===== config.mk =====
export PLATFORM = sky130hd
export DESIGN_NAME = mc_controller_ext_flat
export DESIGN_NICKNAME = d
export VERILOG_FILES = /design/src/rtl/mc_pkg.sv /design/src/rtl/mc_controller_ext_if.sv /design/src/rtl/mc_aludec.sv /design/src/rtl/mc_controller_ext.sv /design/src/flat_wrapper.sv
export SDC_FILE = /design/constraint.sdc
export NUM_CORES = 1
export LEC_CHECK = 0
export ABC_AREA = 1
export CORE_MARGIN = 4
export CORE_UTILIZATION = 39
export CTS_BUF_LIST = sky130_fd_sc_hd__clkbuf_4 sky130_fd_sc_hd__clkbuf_8
export DETAILED_ROUTE_END_ITERATION = 12
export HOLD_SLACK_MARGIN = 0.12
export PLACE_DENSITY = 0.83
export SETUP_SLACK_MARGIN = 0.02
export SLEW_MARGIN = 20
export SYNTH_ARGS = -nofsm -noshare
export SYNTH_HDL_FRONTEND = slang
export SYNTH_SLANG_ARGS = --single-unit

===== constraint.sdc =====
create_clock -name clk -period 1.5 [get_ports clk]
set_input_delay 0.3 -clock clk [delete_from_list [all_inputs] [get_ports clk]]
set_output_delay 0.3 -clock clk [all_outputs]
set_load 0.01 [all_outputs]

===== src/rtl/mc_pkg.sv =====
// Shared encodings for the multicycle MIPS controller, its datapath and the bench.
package mc_pkg;
  localparam logic [5:0] OP_LW   = 6'b100011;
  localparam logic [5:0] OP_SW   = 6'b101011;
  localparam logic [5:0] OP_R    = 6'b000000;
  localparam logic [5:0] OP_BEQ  = 6'b000100;
  localparam logic [5:0] OP_BNE  = 6'b000101;
  localparam logic [5:0] OP_ADDI = 6'b001000;
  localparam logic [5:0] OP_ANDI = 6'b001100;
  localparam logic [5:0] OP_ORI  = 6'b001101;
  localparam logic [5:0] OP_J    = 6'b000010;

  localparam logic [5:0] F_ADD = 6'b100000;
  localparam logic [5:0] F_SUB = 6'b100010;
  localparam logic [5:0] F_AND = 6'b100100;
  localparam logic [5:0] F_OR  = 6'b100101;
  localparam logic [5:0] F_SLT = 6'b101010;

  localparam logic [3:0] S_FETCH   = 4'd0;
  localparam logic [3:0] S_DECODE  = 4'd1;
  localparam logic [3:0] S_MEMADR  = 4'd2;
  localparam logic [3:0] S_MEMRD   = 4'd3;
  localparam logic [3:0] S_MEMWB   = 4'd4;
  localparam logic [3:0] S_MEMWR   = 4'd5;
  localparam logic [3:0] S_RTYPEEX = 4'd6;
  localparam logic [3:0] S_RTYPEWB = 4'd7;
  localparam logic [3:0] S_BEQEX   = 4'd8;
  localparam logic [3:0] S_BNEEX   = 4'd9;
  localparam logic [3:0] S_ADDIEX  = 4'd10;
  localparam logic [3:0] S_IWB     = 4'd11;
  localparam logic [3:0] S_JEX     = 4'd12;
  localparam logic [3:0] S_ANDIEX  = 4'd13;
  localparam logic [3:0] S_ORIEX   = 4'd14;

  localparam logic [1:0] AOP_ADD = 2'b00;
  localparam logic [1:0] AOP_SUB = 2'b01;
  localparam logic [1:0] AOP_FN  = 2'b10;
  localparam logic [1:0] AOP_LOG = 2'b11;

  localparam logic [2:0] AC_AND = 3'b000;
  localparam logic [2:0] AC_OR  = 3'b001;
  localparam logic [2:0] AC_ADD = 3'b010;
  localparam logic [2:0] AC_SUB = 3'b110;
  localparam logic [2:0] AC_SLT = 3'b111;

  typedef struct packed {
    logic       pcwrite;
    logic       branch;
    logic       branchne;
    logic       memwrite;
    logic       irwrite;
    logic       regwrite;
    logic       alusrca;
    logic       iord;
    logic       memtoreg;
    logic       regdst;
    logic       zeroext;
    logic       retire;
    logic [1:0] alusrcb;
    logic [1:0] pcsrc;
    logic [1:0] aluop;
  } ctrl_t;

  function automatic logic funct_ok(input logic [5:0] f);
    return (f == F_ADD) || (f == F_SUB) || (f == F_AND) || (f == F_OR) || (f == F_SLT);
  endfunction
endpackage


===== src/rtl/mc_controller_ext_if.sv =====
// Controller <-> datapath/instruction-register bundle; master is the controller side.
interface mc_controller_ext_if #(parameter int ALUCW = 3);
  logic [5:0]       op;
  logic [5:0]       funct;
  logic             zero;
  logic             pcen, memwrite, irwrite, regwrite;
  logic             alusrca, iord, memtoreg, regdst, zeroext;
  logic [1:0]       alusrcb, pcsrc;
  logic [ALUCW-1:0] alucontrol;
  logic             illegal, retire;
  logic [3:0]       state;

  modport master (
    input  op, funct, zero,
    output pcen, memwrite, irwrite, regwrite, alusrca, iord, memtoreg, regdst,
           zeroext, alusrcb, pcsrc, alucontrol, illegal, retire, state
  );
  modport slave (
    output op, funct, zero,
    input  pcen, memwrite, irwrite, regwrite, alusrca, iord, memtoreg, regdst,
           zeroext, alusrcb, pcsrc, alucontrol, illegal, retire, state
  );
endinterface


===== src/rtl/mc_aludec.sv =====
// ALU decoder: aluop/funct to 3-bit ALU operation; ori selects OR for the logical-immediate op.
module mc_aludec
  import mc_pkg::*;
(
  input  logic [1:0] aluop,
  input  logic [5:0] funct,
  input  logic       ori,
  output logic [2:0] alucontrol
);
  always_comb begin
    alucontrol = AC_AND;
    case (aluop)
      AOP_ADD: alucontrol = AC_ADD;
      AOP_SUB: alucontrol = AC_SUB;
      AOP_FN: begin
        case (funct)
          F_ADD:   alucontrol = AC_ADD;
          F_SUB:   alucontrol = AC_SUB;
          F_AND:   alucontrol = AC_AND;
          F_OR:    alucontrol = AC_OR;
          F_SLT:   alucontrol = AC_SLT;
          default: alucontrol = AC_AND;
        endcase
      end
      AOP_LOG: alucontrol = ori ? AC_OR : AC_AND;
      default: alucontrol = AC_AND;
    endcase
  end
endmodule


===== src/rtl/mc_controller_ext.sv =====
// Multicycle MIPS controller: Moore main FSM with optional imm/bne/j support, plus ALU decoder.
module mc_controller_ext
  import mc_pkg::*;
#(
  parameter int ALUCW   = 3,
  parameter bit EN_IMM  = 1'b1,
  parameter bit EN_BNE  = 1'b1,
  parameter bit EN_JUMP = 1'b1
) (
  input  logic          clk,
  input  logic          reset,
  mc_controller_ext_if.master bus
);
  logic [3:0]       state, nxt, dec_nxt;
  logic             bad;
  ctrl_t            c;
  logic [2:0]       ac;
  logic [ALUCW-1:0] ac_w;

  always_comb begin
    dec_nxt = S_FETCH;
    bad     = 1'b0;
    case (bus.op)
      OP_LW, OP_SW: dec_nxt = S_MEMADR;
      OP_R:    if (funct_ok(bus.funct)) dec_nxt = S_RTYPEEX; else bad = 1'b1;
      OP_BEQ:  dec_nxt = S_BEQEX;
      OP_BNE:  if (EN_BNE)  dec_nxt = S_BNEEX;  else bad = 1'b1;
      OP_ADDI: if (EN_IMM)  dec_nxt = S_ADDIEX; else bad = 1'b1;
      OP_ANDI: if (EN_IMM)  dec_nxt = S_ANDIEX; else bad = 1'b1;
      OP_ORI:  if (EN_IMM)  dec_nxt = S_ORIEX;  else bad = 1'b1;
      OP_J:    if (EN_JUMP) dec_nxt = S_JEX;    else bad = 1'b1;
      default: bad = 1'b1;
    endcase
  end

  always_comb begin
    nxt = S_FETCH;
    case (state)
      S_FETCH:   nxt = S_DECODE;
      S_DECODE:  nxt = dec_nxt;
      S_MEMADR:  nxt = (bus.op == OP_SW) ? S_MEMWR : S_MEMRD;
      S_MEMRD:   nxt = S_MEMWB;
      S_RTYPEEX: nxt = S_RTYPEWB;
      S_ADDIEX, S_ANDIEX, S_ORIEX: nxt = S_IWB;
      default:   nxt = S_FETCH;
    endcase
  end

  always_ff @(posedge clk) begin
    if (reset) state <= S_FETCH;
    else       state <= nxt;
  end

  always_comb begin
    c = '0;
    case (state)
      S_FETCH:  begin c.irwrite = 1'b1; c.pcwrite = 1'b1; c.alusrcb = 2'b01; end
      S_DECODE: c.alusrcb = 2'b11;
      S_MEMADR, S_ADDIEX: begin c.alusrca = 1'b1; c.alusrcb = 2'b10; end
      S_MEMRD:  c.iord = 1'b1;
      S_MEMWB:  begin c.memtoreg = 1'b1; c.regwrite = 1'b1; c.retire = 1'b1; end
      S_MEMWR:  begin c.iord = 1'b1; c.memwrite = 1'b1; c.retire = 1'b1; end
      S_RTYPEEX: begin c.alusrca = 1'b1; c.aluop = AOP_FN; end
      S_RTYPEWB: begin c.regdst = 1'b1; c.regwrite = 1'b1; c.retire = 1'b1; end
      S_BEQEX, S_BNEEX: begin
        c.alusrca = 1'b1; c.aluop = AOP_SUB; c.pcsrc = 2'b01; c.retire = 1'b1;
        c.branch = (state == S_BEQEX); c.branchne = (state == S_BNEEX);
      end
      S_ANDIEX, S_ORIEX: begin
        c.alusrca = 1'b1; c.alusrcb = 2'b10; c.zeroext = 1'b1; c.aluop = AOP_LOG;
      end
      S_IWB:    begin c.regwrite = 1'b1; c.retire = 1'b1; end
      S_JEX:    begin c.pcsrc = 2'b10; c.pcwrite = 1'b1; c.retire = 1'b1; end
      default:  c = '0;
    endcase
  end

  mc_aludec u_aludec (
    .aluop      (c.aluop),
    .funct      (bus.funct),
    .ori        (state == S_ORIEX),
    .alucontrol (ac)
  );

  always_comb begin
    ac_w      = '0;
    ac_w[2:0] = ac;
  end

  // State may still point mid-instruction while reset is held, so every
  // side-effecting strobe is gated by reset directly.
  assign bus.pcen       = ~reset & (c.pcwrite | (c.branch & bus.zero) | (c.branchne & ~bus.zero));
  assign bus.memwrite   = ~reset & c.memwrite;
  assign bus.irwrite    = ~reset & c.irwrite;
  assign bus.regwrite   = ~reset & c.regwrite;
  assign bus.illegal    = ~reset & (state == S_DECODE) & bad;
  assign bus.retire     = ~reset & c.retire;
  assign bus.alusrca    = c.alusrca;
  assign bus.iord       = c.iord;
  assign bus.memtoreg   = c.memtoreg;
  assign bus.regdst     = c.regdst;
  assign bus.zeroext    = c.zeroext;
  assign bus.alusrcb    = c.alusrcb;
  assign bus.pcsrc      = c.pcsrc;
  assign bus.alucontrol = ac_w;
  assign bus.state      = state;
endmodule


===== src/flat_wrapper.sv =====
// flat-port wrapper written by rule: the top's interface ports become plain ports
module mc_controller_ext_flat import mc_pkg::*;
#(
  parameter int ALUCW   = 3,
  parameter bit EN_IMM  = 1'b1,
  parameter bit EN_BNE  = 1'b1,
  parameter bit EN_JUMP = 1'b1
)
  (clk, reset, bus_op, bus_funct, bus_zero, bus_pcen, bus_memwrite, bus_irwrite, bus_regwrite, bus_alusrca, bus_iord, bus_memtoreg, bus_regdst, bus_zeroext, bus_alusrcb, bus_pcsrc, bus_alucontrol, bus_illegal, bus_retire, bus_state);
  mc_controller_ext_if #(.ALUCW(ALUCW)) bus_i ();
  input  logic clk;
  input  logic reset;
  input wire logic [$bits(bus_i.op)-1:0] bus_op;
  input wire logic [$bits(bus_i.funct)-1:0] bus_funct;
  input wire logic [$bits(bus_i.zero)-1:0] bus_zero;
  output wire logic [$bits(bus_i.pcen)-1:0] bus_pcen;
  output wire logic [$bits(bus_i.memwrite)-1:0] bus_memwrite;
  output wire logic [$bits(bus_i.irwrite)-1:0] bus_irwrite;
  output wire logic [$bits(bus_i.regwrite)-1:0] bus_regwrite;
  output wire logic [$bits(bus_i.alusrca)-1:0] bus_alusrca;
  output wire logic [$bits(bus_i.iord)-1:0] bus_iord;
  output wire logic [$bits(bus_i.memtoreg)-1:0] bus_memtoreg;
  output wire logic [$bits(bus_i.regdst)-1:0] bus_regdst;
  output wire logic [$bits(bus_i.zeroext)-1:0] bus_zeroext;
  output wire logic [$bits(bus_i.alusrcb)-1:0] bus_alusrcb;
  output wire logic [$bits(bus_i.pcsrc)-1:0] bus_pcsrc;
  output wire logic [$bits(bus_i.alucontrol)-1:0] bus_alucontrol;
  output wire logic [$bits(bus_i.illegal)-1:0] bus_illegal;
  output wire logic [$bits(bus_i.retire)-1:0] bus_retire;
  output wire logic [$bits(bus_i.state)-1:0] bus_state;
  assign bus_i.op = bus_op;
  assign bus_i.funct = bus_funct;
  assign bus_i.zero = bus_zero;
  assign bus_pcen = bus_i.pcen;
  assign bus_memwrite = bus_i.memwrite;
  assign bus_irwrite = bus_i.irwrite;
  assign bus_regwrite = bus_i.regwrite;
  assign bus_alusrca = bus_i.alusrca;
  assign bus_iord = bus_i.iord;
  assign bus_memtoreg = bus_i.memtoreg;
  assign bus_regdst = bus_i.regdst;
  assign bus_zeroext = bus_i.zeroext;
  assign bus_alusrcb = bus_i.alusrcb;
  assign bus_pcsrc = bus_i.pcsrc;
  assign bus_alucontrol = bus_i.alucontrol;
  assign bus_illegal = bus_i.illegal;
  assign bus_retire = bus_i.retire;
  assign bus_state = bus_i.state;
  mc_controller_ext #(.ALUCW(ALUCW), .EN_IMM(EN_IMM), .EN_BNE(EN_BNE), .EN_JUMP(EN_JUMP)) u_core (.clk(clk), .reset(reset), .bus(bus_i));
endmodule

Word level (Yosys, flattened, before mapping)

Index checks and enable logic that the tools add are counted.

Bits in registers: 4
Input bits: 15
Output and inout bits: 22
Word-level logic and storage cells: 85

Eq/ne operators: 30
Muxes and demuxes: 23
Bitwise logic cells: 13
Reduce and logical (&&, ||, !) cells: 18

Operators with widths:

| cell                                          | count |
|---|---|
| == test 6 bit, second input constant          | 7 |
| case mux 4 bit (8 select lines)               | 1 |
| == test 4 bit, second input constant          | 7 |
| case mux 3 bit (4 select lines)               | 2 |
| case mux 4 bit (6 select lines)               | 1 |
| == test 6 x 4 -> 1 bit, second input constant | 3 |
| == test 4 x 3 -> 1 bit, second input constant | 4 |
| OR reduction 7 bit                            | 2 |
| == test 6 x 3 -> 1 bit, second input constant | 2 |
| 2-to-1 mux 1 bit                              | 12 |
| case mux 2 bit (3 select lines)               | 2 |
| OR reduction 2 bit                            | 5 |
| bitwise AND 1 bit                             | 9 |
| == test 4 x 2 -> 1 bit, second input constant | 2 |
| OR reduction 8 bit                            | 1 |
| == test 6 x 2 -> 1 bit, second input constant | 1 |
| logical NOT 6 bit                             | 1 |
| 2-to-1 mux 3 bit                              | 2 |
| OR reduction 3 bit                            | 2 |
| == test 2 bit, second input constant          | 2 |
| == test 4 x 1 -> 1 bit, second input constant | 1 |
| logical NOT 4 bit                             | 1 |
| logical OR 1 bit                              | 4 |
| case mux 2 bit (2 select lines)               | 1 |
| 7 further kinds                               | 9 |

Longest topological paths before layout

Depth after elaboration: 8
Mapped depth: 9

Modules after synthesis

Synthesis repeated with hierarchy kept, for this count alone.

Cells, all modules: 148
Area, all modules: 725.7 um2

Modules (own cells, without submodules):

| module            | instances | cells an instance | area each (um2) | sequential area each (um2) |
|---|---|---|---|---|
| mc_controller_ext | 1         | 122               | 619.3           | 80.1 |
| mc_aludec         | 1         | 26                | 106.4           | 0.0 |

Worst setup path after synthesis

No wires, ideal clock.

Kind: register to output
From: reg u_core.state[0], in the netlist u_core.bus.state[0]
To: out bus_retire
Arrival: 1.243 ns
Data required time: 1.200 ns
Setup slack: -0.043 ns
Cell stages (with the launch flop): 3
Buffers on the path: 0
Cell sequence: dfxtp_1 -> nor2_4 -> a2111oi_0

Longest elaborated chain between the ends: 4
Elaborated cells on any way between the ends: 10
Those cells by class: eq/ne: 7; mux: 1; bitwise: 1; reduce/logical: 1

Ends and longest elaborated chain:

| what                                                    | RTL line                | RTL |
|---|---|---|
| start: declaration                                      | mc_controller_ext.sv:14 | `logic [3:0] state, nxt, dec_nxt;` |
| start signal: assignment                                | mc_controller_ext.sv:51 | `else state <= nxt;` |
| == test 4 x 3 -> 1 bit or == test 4 bit (tied branches) | mc_controller_ext.sv:56 | `case (state)` |
| OR reduction 7 bit (no source line) *                   | --                      |  |
| 2-to-1 mux 1 bit *                                      | mc_controller_ext.sv:56 |  |
| bitwise AND 1 bit *                                     | mc_controller_ext.sv:97 | `assign bus.retire = ~reset & c.retire;` |
| end: declaration                                        | flat_wrapper.sv:29      | `output wire logic [$bits(bus_i.retire)-1:0] bus_retire;` |

Mark *: on every way between the ends. The rest lies on a longest branch, timed or not.

Final worst setup path

From: reg u_core.state[1], in the netlist u_core.bus.state[1]
To: out bus_alucontrol[1]

Longest elaborated chain between the ends: 5
Elaborated cells on any way between the ends: 13
Those cells by class: eq/ne: 8; mux: 2; reduce/logical: 3

Ends and longest elaborated chain:

| what                                  | RTL line                | RTL |
|---|---|---|
| == test 4 bit                         | mc_controller_ext.sv:56 |  |
| OR reduction 2 bit                    | --                      |  |
| case mux 2 bit (3 select lines) *     | mc_controller_ext.sv:56 |  |
| == test 2 bit (tied with other cells) | mc_aludec.sv:12         | `case (aluop)` |
| case mux 3 bit (4 select lines) *     | mc_aludec.sv:12         |  |
| end: declaration                      | flat_wrapper.sv:27      | `output wire logic [$bits(bus_i.alucontrol)-1:0] bus_alucontrol;` |

Marked as above.

==> flow_summary.yaml <==
outcome:
  status: "complete, but fails checks"
  violations: "setup timing"
worst_setup_path:
  critPathMaxStageDelay_ns: 0.39
  critPathMaxFanout: 4
  path_cells: "inv_4 > nor2_4 > inv_2 > nor2_4 > nand3_1 > o21ai_2 > buf_2"
  worstReg2RegEnd: "u_core.bus.state[2]"
  cp-end-kind: "primary output"
  critical_path.startpoint: "u_core.bus.state[1]"
  start_kind: "register"
  path_common_cell: "nor2_4"
  worst-setup-path-type: "reg2out"
  r2r_slack_ns: -0.05
  reg2reg_from: "u_core.bus.state[1]"
  critical_path_buf_inv_count: 3
  r2r_cells: 11
  cp_top_family: "simple AND/OR/NAND/NOR gates"
  crit_slowest_cell: "dfxtp_4"
  critPathRequiredTime_ns: 1.20
  arrival_ns: 1.49
floorplanning:
  initial_core_util_pct: 42.78
  std_cell_rows: 14
  fp.dieH_um: 49.35
  core_mm2: 0.001559
  dieArea_mm2: 0.002435
  fp.dieW_um: 49.35
  ioPinCount: 37
global_routing:
  antenna_found_initial: 0
  grt_pass1_vias: 1263
  top_usage_layer: "met2"
  grt.total_usage_pct: 30.92
  use_met1_pct: 29.25
  gr-total-overflow: 0
  use_met2_pct: 59.38
  grt_first_pass_wirelength_mm: 5.768
  grt_max_degree: 9
  grtUsageMet3_pct: 6.116
cells_and_area:
  layout_commonest_cell: "buf_4"
  biggestRegsByFlops: "u_core.bus.state (4)"
  num-fill-cells: 56
  top_register: "u_core.bus.state"
  area_growth_pct: 119.5
  drive_gt1_share_pct: 59.07
  fin_nets: 232
  final_cell_count_no_fill: 231
  fin_area_mm2: 0.001464
  diodes: 0
  largest_reg_flops: 4
  mostFrequentLayoutCells: "buf_4 (37), nand2_1 (26), inv_1 (17)"
  ff_latch_area_um2: 95.09
  multi_input_area_um2: 613.1
routing:
  drtAntennaViolNets: 0
  drt-pass1-iter-count: 4
  wl_mm: 4.588
  via_per_inst: 6.113
  vias: 1412
  drt_iter0_drc: 72
  wl_per_cell_um: 19.86
  drcViolationCount: 0
timing:
  slew_headroom_pct: 80.43
  finalWorstSetupSlack_ns: -0.2870
  hold_viol: 0
  fin_crit_ns: 1.787
  worst_slew_pin_slew_ns: 0.2935
  rsz0062_at_grt: "true"
  fmax_ghz: 0.5596
  setup_viol: 19
  maxSlewViolCount: 0
  finClkSkew_ns: 0.007109
  finalCritPeriodShare_pct: 119.1
yosys:
  syn_inst: 135
  syn-mean-instance-area_um2: 4.940
  synth_fa_ha_area_share_pct: 0
  ys_ff_latch: 4
  syn-num-nets: 150
  synth_compound_area_share_pct: 14.82
  synth_top_family_by_area: "simple AND/OR/NAND/NOR gates"
  synth_cell_types: 22
  netlist_area_um2: 666.9
  synth-xor-area-share_pct: 1.313
  yosys.area_share.simple_pct: 53.10
  yosys_warnings: 0
  yosysSeqAreaShare_pct: 12.01
  muxShareOfSynthArea_pct: 0
pwr:
  peakVddDrop_v: 0.0003023
  p_leak_nw: 0.8163
  p_per_area_mw_per_mm2: 366.0
cts:
  clock-sinks: 4
  clk_latency_ns: 0.25
  cts_tree: "yes"
  htreeDepth: 1
  cts.clk_slew.worst_paths_ns: 0.05
  numCtsBuffers: 3
  clock-root-buffer: "clkbuf_4"
  clock_path_buffers: 2
placement:
  place_congestion: 0.8971
  io_buffers: 36
  hpwl_mm: 2.190
  dp.cells: 216
  placed_area_mm2: 0.001277
hold_path:
  whs_path_depth: 6
  worst_hold_startpoint: "bus_op[3]"
  min_to: "u_core.bus.state[2]"
  hp-class: "in2reg"
flow_run:
  cap_violations: 0
## metal layers
metal / part of all wire (%) / wire length, µm
met2: 48 / 2184
met5: 0 / 0
met1: 34 / 1545
met3: 8.6 / 396
met4: 10 / 461
## cell type report
type,count,area share (%)
multi-input cells,98,41.88
repair buffers,79,40.43
inverters,31,8.291
flip-flops and latches,4,6.496
clock buffers,3,1.538
well taps,16,1.368
## cell usage after synthesis
cell        n  area [µm²]
a2111oi_0   1       8.760
a21oi_1     7       35.03
a31oi_1     1       6.260
buf_1       1       3.750
buf_2       1       5.000
dfxtp_1     4       80.08
inv_1      26       97.59
inv_2       5       18.77
nand2_1    33       123.9
nand2_2     3       18.77
nand3_1     8       40.04
nand4_1     4       25.02
nor2_1     24       90.09
nor2_2      3       18.77
nor2_4      2       22.52
nor3_1      3       15.01
o21a_1      1       7.510
o21ai_0     4       20.02
o21ai_1     1       5.000
o21ai_2     1       8.760
o31ai_1     1       7.510
xor2_1      1       8.760
## what timing repair did
action	4_1_cts	5_1_grt
setup buffers	6	7
pin swaps	23	14
endpoints found under the setup margin	22	20
hold buffers	0	0
resized for setup	136	32
## stage by stage
stage	power [W]	TNS [ns]	setup slack, ns	hold WS (ns)	util (%)
2_1_floorplan	0.0002058	0	0.07547	0.5746	-
3_3_place_gp	0.0003304	-6.986	-0.7891	0.7626	81.94
3_5_place_dp	0.0003381	-7.712	-0.8527	0.7682	81.94
4_1_cts	0.0004734	-1.126	-0.1466	0.5643	87.56
5_1_grt	0.0005534	-4.395	-0.4095	0.6595	93.90
6_report	0.0005359	-2.908	-0.2870	0.6603	93.90
## power by group
group / leakage [nW] / internal [W] / total, W / switching [W]
sequential: 0.0355 / 0.000107 / 0.000117 / 0.0000105
clock: 0.0138 / 0.0000909 / 0.000155 / 0.0000644
combinational: 0.767 / 0.000114 / 0.000263 / 0.000150
total: 0.816 / 0.000311 / 0.000536 / 0.000225
## how the worst max path moves through the flow
stage,to,cells after the start
6_report,bus_alucontrol[1],7
5_1_grt,bus_regwrite,5
4_1_cts,bus_alucontrol[2],7
3_5_place_dp,bus_illegal,7
3_3_place_gp,bus_illegal,7
2_1_floorplan,bus_alucontrol[2],6
## worst min-delay path, cell delays in order
cell and delay, ns:
clkbuf_2 0.12, inv_2 0.09, buf_4 0.12, nor3_1 0.04, nor2_1 0.11, a21oi_1 0.09
## cell families (layout without fill, tap and decap cells)
family | count (synthesis) | count (layout)
flip-flops | 4 | 4
AND/OR/NAND/NOR | 80 | 80
AO/OA/AOI/OAI | 17 | 17
buffers and inverters | 33 | 113
XOR/XNOR | 1 | 1
(Power assumes the default switching activity.)
